File: src/rtl/hist_builder_mp.sv
// Multi-pixel timestamp histogram builder: accumulates interleaved samples, then scans each pixel for its peak bin.
// Optional macro HIST_SAT_EN: bin counters saturate instead of wrapping.
module hist_builder_mp #(
  parameter int unsigned NP        = 10,
  parameter int unsigned BIN_W     = 6,
  parameter int unsigned PIXEL_NUM = 3,
  parameter int unsigned ACQ_NUM   = 4,
  parameter int unsigned CNT_W     = 4,
  localparam int unsigned PIX_W    = (PIXEL_NUM > 1) ? $clog2(PIXEL_NUM) : 1
) (
  input  logic               clk,
  input  logic               res,
  input  logic               wr_en,
  input  logic [NP-1:0]      data,
  output logic               ready,
  output logic               peak_valid,
  input  logic               peak_ready,
  output logic [PIX_W-1:0]   peak_pixel,
  output logic [BIN_W-1:0]   peak_bin,
  output logic [CNT_W-1:0]   peak_count,
  output logic               drop_flag
);

  localparam int unsigned BINS   = 2 ** BIN_W;
  localparam int unsigned DEPTH  = PIXEL_NUM * BINS;
  localparam int unsigned ADDR_W = PIX_W + BIN_W;
  localparam int unsigned ACQ_W  = (ACQ_NUM > 1) ? $clog2(ACQ_NUM) : 1;

  typedef enum logic [1:0] {INIT, ACCUM, SCAN, OUT} state_t;

  state_t state, stateNext;

  logic [CNT_W-1:0]  mem [DEPTH];
  logic [ADDR_W-1:0] initCnt;
  logic [PIX_W-1:0]  pixCnt;
  logic [ACQ_W-1:0]  acqCnt;
  logic [PIX_W-1:0]  scanPix;
  logic [BIN_W-1:0]  scanBin;
  logic [BIN_W-1:0]  maxBin;
  logic [CNT_W-1:0]  maxCnt;
  logic              closing;
  logic              s1Valid, s2Valid;
  logic [ADDR_W-1:0] s1Addr, s2Addr;
  logic [CNT_W-1:0]  s2Data;

  logic              accept, lastSlot, initDone, scanLast, scanHigher;
  logic              transfer, pipeEmpty, lastPix, dataHit;
  logic [BIN_W-1:0]  sampleBin;
  logic [ADDR_W-1:0] scanAddr;
  logic [CNT_W-1:0]  scanRd;
  logic              closingNext, readyNext, peakLoad;

  function automatic logic [CNT_W-1:0] incCnt(input logic [CNT_W-1:0] c);
`ifdef HIST_SAT_EN
    return (c == {CNT_W{1'b1}}) ? c : c + CNT_W'(1);
`else
    return c + CNT_W'(1);
`endif
  endfunction

  assign accept     = wr_en && ready;
  assign lastSlot   = (pixCnt == PIX_W'(PIXEL_NUM - 1)) && (acqCnt == ACQ_W'(ACQ_NUM - 1));
  assign dataHit    = (data != '0);
  assign sampleBin  = data[NP-1 -: BIN_W];
  assign initDone   = (initCnt == ADDR_W'(DEPTH - 1));
  assign scanAddr   = {scanPix, scanBin};
  assign scanRd     = mem[scanAddr];
  assign scanLast   = (scanBin == BIN_W'(BINS - 1));
  assign scanHigher = (scanRd > maxCnt);
  assign transfer   = peak_valid && peak_ready;
  assign pipeEmpty  = !s1Valid && !s2Valid;
  assign lastPix    = (scanPix == PIX_W'(PIXEL_NUM - 1));

  // State register
  always_ff @(posedge clk or posedge res) begin
    if (res) state <= INIT;
    else     state <= stateNext;
  end

  // Next-state logic; ACCUM waits for the increment pipeline to drain before scanning
  always_comb begin
    stateNext = state;
    unique case (state)
      INIT:  if (initDone) stateNext = ACCUM;
      ACCUM: if (closing && pipeEmpty) stateNext = SCAN;
      SCAN:  if (scanLast) stateNext = OUT;
      OUT:   if (transfer) stateNext = lastPix ? ACCUM : SCAN;
      default: stateNext = INIT;
    endcase
  end

  // Output/control decode
  always_comb begin
    closingNext = 1'b0;
    readyNext   = 1'b0;
    peakLoad    = 1'b0;
    if (stateNext == ACCUM)
      closingNext = (state == ACCUM) && (closing || (accept && lastSlot));
    readyNext = (stateNext == ACCUM) && !closingNext;
    peakLoad  = (state == SCAN) && scanLast;
  end

  always_ff @(posedge clk or posedge res) begin
    if (res) begin
      ready      <= 1'b0;
      closing    <= 1'b0;
      initCnt    <= '0;
      pixCnt     <= '0;
      acqCnt     <= '0;
      scanPix    <= '0;
      scanBin    <= '0;
      maxBin     <= '0;
      maxCnt     <= '0;
      peak_valid <= 1'b0;
      peak_pixel <= '0;
      peak_bin   <= '0;
      peak_count <= '0;
      drop_flag  <= 1'b0;
    end else begin
      ready   <= readyNext;
      closing <= closingNext;
      initCnt <= (state == INIT) ? initCnt + ADDR_W'(1) : '0;

      if (accept) begin
        if (pixCnt == PIX_W'(PIXEL_NUM - 1)) begin
          pixCnt <= '0;
          acqCnt <= (acqCnt == ACQ_W'(ACQ_NUM - 1)) ? '0 : acqCnt + ACQ_W'(1);
        end else begin
          pixCnt <= pixCnt + PIX_W'(1);
        end
      end

      scanBin <= (state == SCAN) ? scanBin + BIN_W'(1) : '0;
      if (transfer) scanPix <= lastPix ? '0 : scanPix + PIX_W'(1);

      // Running maximum; strict compare keeps the lowest bin on ties
      if (state == SCAN) begin
        if (scanLast) begin
          maxCnt <= '0;
          maxBin <= '0;
        end else if (scanHigher) begin
          maxCnt <= scanRd;
          maxBin <= scanBin;
        end
      end

      if (peakLoad) begin
        peak_valid <= 1'b1;
        peak_pixel <= scanPix;
        peak_bin   <= scanHigher ? scanBin : maxBin;
        peak_count <= scanHigher ? scanRd : maxCnt;
      end else if (transfer) begin
        peak_valid <= 1'b0;
      end

      if (wr_en && !ready) drop_flag <= 1'b1;
    end
  end

  // Two-stage increment pipeline with forwarding of an uncommitted result
  always_ff @(posedge clk or posedge res) begin
    if (res) begin
      s1Valid <= 1'b0;
      s1Addr  <= '0;
      s2Valid <= 1'b0;
      s2Addr  <= '0;
      s2Data  <= '0;
    end else begin
      s1Valid <= accept && dataHit;
      s1Addr  <= {pixCnt, sampleBin};
      s2Valid <= s1Valid;
      s2Addr  <= s1Addr;
      s2Data  <= (s2Valid && (s2Addr == s1Addr)) ? incCnt(s2Data) : mem[s1Addr];
    end
  end

  // Single write port: clear during INIT and SCAN, increment commit during ACCUM
  always_ff @(posedge clk) begin
    if (state == INIT)
      mem[initCnt] <= '0;
    else if (state == SCAN)
      mem[scanAddr] <= '0;
    else if (s2Valid)
      mem[s2Addr] <= incCnt(s2Data);
  end

endmodule

File: config.mk
export PLATFORM = sky130hd
export DESIGN_NAME = hist_builder_mp
export DESIGN_NICKNAME = d
export VERILOG_FILES = /design/src/rtl/hist_builder_mp.sv
export SDC_FILE = /design/constraint.sdc
export NUM_CORES = 1
export LEC_CHECK = 0
export BUFFER_PORTS_ARGS = -buffer_cell sky130_fd_sc_hd__buf_2
export CAP_MARGIN = 20
export CORE_UTILIZATION = 40
export CTS_BUF_LIST = sky130_fd_sc_hd__clkbuf_2 sky130_fd_sc_hd__clkbuf_4 sky130_fd_sc_hd__clkbuf_8
export CTS_CLUSTER_SIZE = 28
export DETAILED_ROUTE_END_ITERATION = 8
export PLACE_DENSITY = 0.66
export SLEW_MARGIN = 40
export SYNTH_ARGS = -nofsm -noshare
export SYNTH_HDL_FRONTEND = slang
export SYNTH_SLANG_ARGS = --single-unit
File: constraint.sdc
create_clock -name clk -period 8.3 [get_ports clk]
set_input_delay 0 -clock clk [delete_from_list [all_inputs] [get_ports clk]]
set_output_delay 0 -clock clk [all_outputs]
set_load 0.01 [all_outputs]
After elaboration in Yosys (flattened, before gate mapping)
Memories as Yosys holds them, arrays and structs flattened.
Cells that the tools add are included.
Storage, ports and cells
  RAM bits: 768
  input bits: 14
  memories kept: 1
  flip-flop bits (word level): 70
  output and inout bits: 15
Cells by class
  add/subtract/negate cells: 6
  multiplexer cells: 34
  equality and inequality tests: 10
  reductions and logical operators: 23
  magnitude comparators: 1
Memory list
  mem: depth 192, width 4, read ports 2, clocked after memory_dff 0, wr ports 1, RTL line 33  | logic [CNT_W-1:0] mem [DEPTH];
Operator list (number)
  $mux W8: 3
  $mux W4: 5
  $mux W6: 3
  $mux W2: 8
  $mux W1: 14
  $logic_and A1 B1 Y1: 12
  $eq A2 B2 Y1 const B: 5
  $reduce_bool A10 Y1: 1
  $add A8 B1 Y8 const B: 1
  $eq A8 B8 Y1: 1
  $eq A8 B8 Y1 const B: 1
  $pmux W2 S4: 1
  $reduce_or A4 Y1: 2
  $add A2 B1 Y2 const B: 3
  $add A6 B1 Y6 const B: 1
  $eq A6 B6 Y1 const B: 1
  $add A4 B1 Y4 const B: 1
  $eq A2 B1 Y1 const B: 2
  $gt A4 B4 Y1: 1
  $logic_not A1 Y1: 4
  $logic_not A2 Y1: 1
  $reduce_and A2 Y1: 1
  $reduce_bool A2 Y1: 1
  $logic_or A1 B1 Y1: 1

Logic depth before layout (Yosys ltp)
  depth in word-level cells: 9
  mapped depth: 21
  mapped depth without buffers: 15

Least setup slack after synthesis
No wires, ideal clock.
  path type: register to register
  from: register state[0]
  to: memory mem[0][3], data pin
  period minus slack after synthesis: 6.562 ns
  required time: 7.208 ns
  data arrival time: 5.470 ns
  buffers on the path: 2
  stages on the path, launching flop included: 5
  path slack: 1.738 ns
  cell sequence: dfrtp_1 -> clkbuf_1 -> buf_1 -> nand2_1 -> nor2_1
On the way
  cells in the longest elaborated chain, start to end: 6
  elaborated cells on any way between the ends: 7
  those cells by class: eq/ne: 1; mux: 4; reduce/logical: 2
Ends and longest elaborated chain
  from (decl): RTL line 31  | state_t state, stateNext;
  from (signal assigned): RTL line 77  | else state <= stateNext;
  $eq A2 B2 Y1: RTL line 181  | else if (state == SCAN)
  $mux W1: RTL line 181
  $mux W1 *: RTL line 179  | if (state == INIT)
  $mux W1 (not written as such) *: RTL line 184  | mem[s2Addr] <= incCnt(s2Data);
  $reduce_or A4 Y1 (no line) *
  $mux W4 (no line) *
  to (decl): RTL line 33
Mark *: on every way between the ends. The rest lies on a longest branch, timed or not.

Worst setup path after layout
  from: register scanBin[1]
  to: register maxCnt[0]
On the way
  cells in the longest elaborated chain, start to end: 4
  elaborated cells on any way between the ends: 5
  those cells by class: order compare: 1; eq/ne: 1; mux: 2; memory: 1
Ends and longest elaborated chain
  from (decl): RTL line 38  | logic [BIN_W-1:0] scanBin;
  from (signal assigned): RTL line 133  | scanBin <= (state == SCAN) ? scanBin + BIN_W'(1) : '0;
  $mem_v2 Z192 W4
  $gt A4 B4 Y1: RTL line 69  | assign scanHigher = (scanRd > maxCnt);
  $mux W4: RTL line 141  | end else if (scanHigher) begin
  $mux W4 *: RTL line 138  | if (scanLast) begin
  to (signal assigned): RTL line 142  | maxCnt <= scanRd;
  to (decl): RTL line 40  | logic [CNT_W-1:0] maxCnt;
Marks and branches as above.
A chain may end at the register's enable or synchronous reset.

==> results by group <==
Floorplanning
  – FP Rows: approximately 120
  – DIE AREA: 101,000 sq um
  – Die X: ~320 microns
  – Starting Density: between 40% and 50%
  – Die Y: 318 microns
  – Core Area: a little under 100,000 sq um
  – Num ports: 29

Timing
  – Unrepaired setup endpoints after global routing: false
  – Setup violations, final: 0
  – Maximum clock rate: 181 MHz
  – Worst slew pin tran: ~0.86 ns
  – Worst setup margin: between 2 and 3 ns
  – Crit path time final: approximately 5.5 ns
  – Final TNS setup: 0 ns
  – Final Skew: 0.0349 ns
  – Worst hold slack: 0.105 ns
  – Tcrit/Tclk final: 66.4%
  – Worst rel slew slack: 42.9%
  – Final Hold Viols: 0
  – Max Transition Viols Final: 0

Worst setup path
  – Critical Path Sink Type: flip-flop
  – CP peak stage delay: roughly 0.96 ns
  – Max FO, Critical Path: 46
  – Reg2reg start: scanBin[1]
  – Crit Path Category: flip-flop to flip-flop
  – Worst EP arrival: 6.23 ns
  – Startpoint Class: flip-flop
  – Origin of the worst setup path: scanBin[1]
  – Crit-path cells: buf_4 > nand2b_1 > o221ai_1 > o22ai_1 > nor3_1 > o31a_1 > or3_1 > ha_1 > nor2b_1 > o21a_1 > o21a_1 > o21ai_1 > buf_4 > a21o_1 > a2bb2oi_1 > o21ai_0
  – Slowest cell on crit path: dfrtp_4
  – Crit path required time: 9.01 ns

Synthesis
  – Post-synthesis sequential area ratio: 62.1%
  – Synth async-reset ratio: 8.35%
  – Cells after synthesis: roughly 2,400
  – Area contributors post-synth: edfxtp_1 58%, mux4_2 20%, dfrtp_1 4.4%
  – Synth Net Count: 2,430
  – Synth warn: 0
  – Post-synth top flop: edfxtp_1
  – Yosys top cell area share: between 50 and 60%
  – Top-count cell post-synth: edfxtp_1
  – Cell variety after synth: 66
  – Area leader, netlist: edfxtp_1
  – Yosys reg bits: between 800 and 900
  – Mapped Avg Cell Area: 16.6 sq um
  – Synth top cells by count: 768 x edfxtp_1, 352 x mux4_2, 261 x nor2_1, 153 x nand2_1, 152 x mux2i_1
  – Number of synthesized flops with an enable pin: 768
  – Mapped cell area: 39,900 sq um

Min path
  – Worst hold path startpoint: peak_ready
  – Hold WC Path Type: primary input to flip-flop

Global route
  – First-pass GRT wire length: 176,000 microns
  – Vias in the first global route: 25,100
  – Pin count of the biggest net entering global routing: between 150 and 200
  – Total grt overflow: 0
  – GRT Total Usage: about a quarter
  – Initial antenna violation count: 3

Clock tree
  – Inserted Clock Buffers: 139
  – CTS H-tree lvls: 4
  – Clock Latency Late Sink: approximately 0.82 ns
  – Postcts setup bufs: 0
  – Hold_buf cts: 22
  – Sink Count: between 800 and 900
  – Longest Clk Path Bufs: 3
  – Clock-pin slew on the worst setup and hold paths: 0.06 ns
  – Post-CTS resize count: 0
  – Root buf cell: clkbuf_8
  – CTS tree: done

Layout
  – Share of post-route cells with drive strength above 1: 27.6%
  – Fin util: 45.2%
  – FILL cells: between 8,000 and 9,000
  – Area delta synth->final: 11.6%
  – Final Cell Area: about 45,000 sq um
  – Nets: 2,506
  – Final Non-Filler Cells: 3,884

Status
  – Status: finished clean

Place
  – Port bufs: 28
  – Gpl congestion: ~0.94
  – Placed insts: 3,605
  – Post-DP HPWL: 77,600 microns
  – Placed Area: 41,500 sq um
  – Dpl ws: 2.66 ns

Drt
  – 1st-pass router iterations: 6
  – Initial DRC count: between 3,000 and 4,000
  – Wire per inst: 31.1 microns
  – Drt total wl: 121,000 microns
  – Routed Antenna Nets: 0
  – Vias per cell: between 6 and 7
  – Residual DRC count: 0
  – Vias: 24,900

Pwr
  – Leakage: 11.9 nW
  – VDD IR max: 0.000128 V
  – Cell Pwr Density: 192 nW/um^2
  – Power Total: around 8.6 mW

Flow run
  – Max Cap Viol: 0
[layout make-up]
cell class | count | area (sq um) | area share [%]
inverters | 16 | 60.1 | 0.135
multi-input cells | 1372 | 14200 | 31.9
well taps | 1287 | 1610 | 3.61
diodes | 1 | 2.50 | 0.00561
flip-flops and latches | 838 | 24800 | 55.7
repair buffers | 117 | 1030 | 2.32
clock inverters | 78 | 622 | 1.39
clock buffers | 175 | 2200 | 4.92
[report_power, final]
group	switching, mW	total [mW]	internal (mW)
Combinational	0.170	0.268	0.0982
Sequential	0.0200	4.57	4.55
Clock	1.76	3.74	1.99
Total	1.95	8.58	6.63
[worst max-delay path: cells and delay by family (launching register included)]
kind / cells / cell delay (ns)
fa+ha+maj: 1 / 0.30
simple gates: 4 / 1.27
flops: 1 / 0.96
buf+inv: 2 / 0.99
compound gates: 9 / 1.86
[flip-flops by register name (all words and copies together) (netlist names)]
signal,count
state,2
s2Data,4
s1Addr,8
peak_count,4
mem,768
acqCnt,2
maxCnt,4
peak_valid,1
s1Valid,1
initCnt,8
ready,1
pixCnt,2
scanPix,2
peak_pixel,2
peak_bin,6
maxBin,6
closing,1
s2Valid,1
s2Addr,8
drop_flag,1
scanBin,6
[logic make-up after synthesis]
kind of cell,after synthesis,synth area share (%)
xor+xnor,19,0.417
compound gates,274,4.79
flops,838,62.1
simple gates,549,5.88
buf+inv,198,2.37
fa+ha+maj,8,0.251
mux,522,24.2
[path summary, 6_finish.rpt]
check | to | slack [ns] | depth (start not counted)
setup / recovery | maxCnt[0] | 2.78 | 16
hold / removal | state[1] | 0.10 | 5
setup reg to reg | maxCnt[0] | 2.78 | 16
hold reg to reg | s2Valid | 0.39 | 0
max in group asynchronous | scanBin[0] | 7.27 | 5
min in group asynchronous | peak_count[1] | 0.48 | 5
[cell usage in the layout, fill, tap and decap left out, types with 16 or more instances in the layout]
cell,instances
o22ai_1,19
o21ai_0,36
mux2_2,18
a22oi_1,34
dfrtp_1,64
a21oi_1,49
mux4_2,352
edfxtp_1,768
buf_4,51
clkinv_2,19
dlygate4sd3_1,22
nor3_1,24
o221ai_1,33
nand2_1,153
nor2b_1,18
a22o_1,16
clkinv_1,34
mux2i_1,152
nor2_1,256
nand3_1,30
clkbuf_4,34
clkbuf_8,142
buf_2,28
[per-layer routing]
metal | wire length [microns] | track usage, %
met1 | 45300 | 32.6
met2 | 54800 | 36.1
met3 | 14500 | 5.96
met4 | 6100 | 11.1
met5 | 27 | 0
Power figures use the tool's default switching activity.
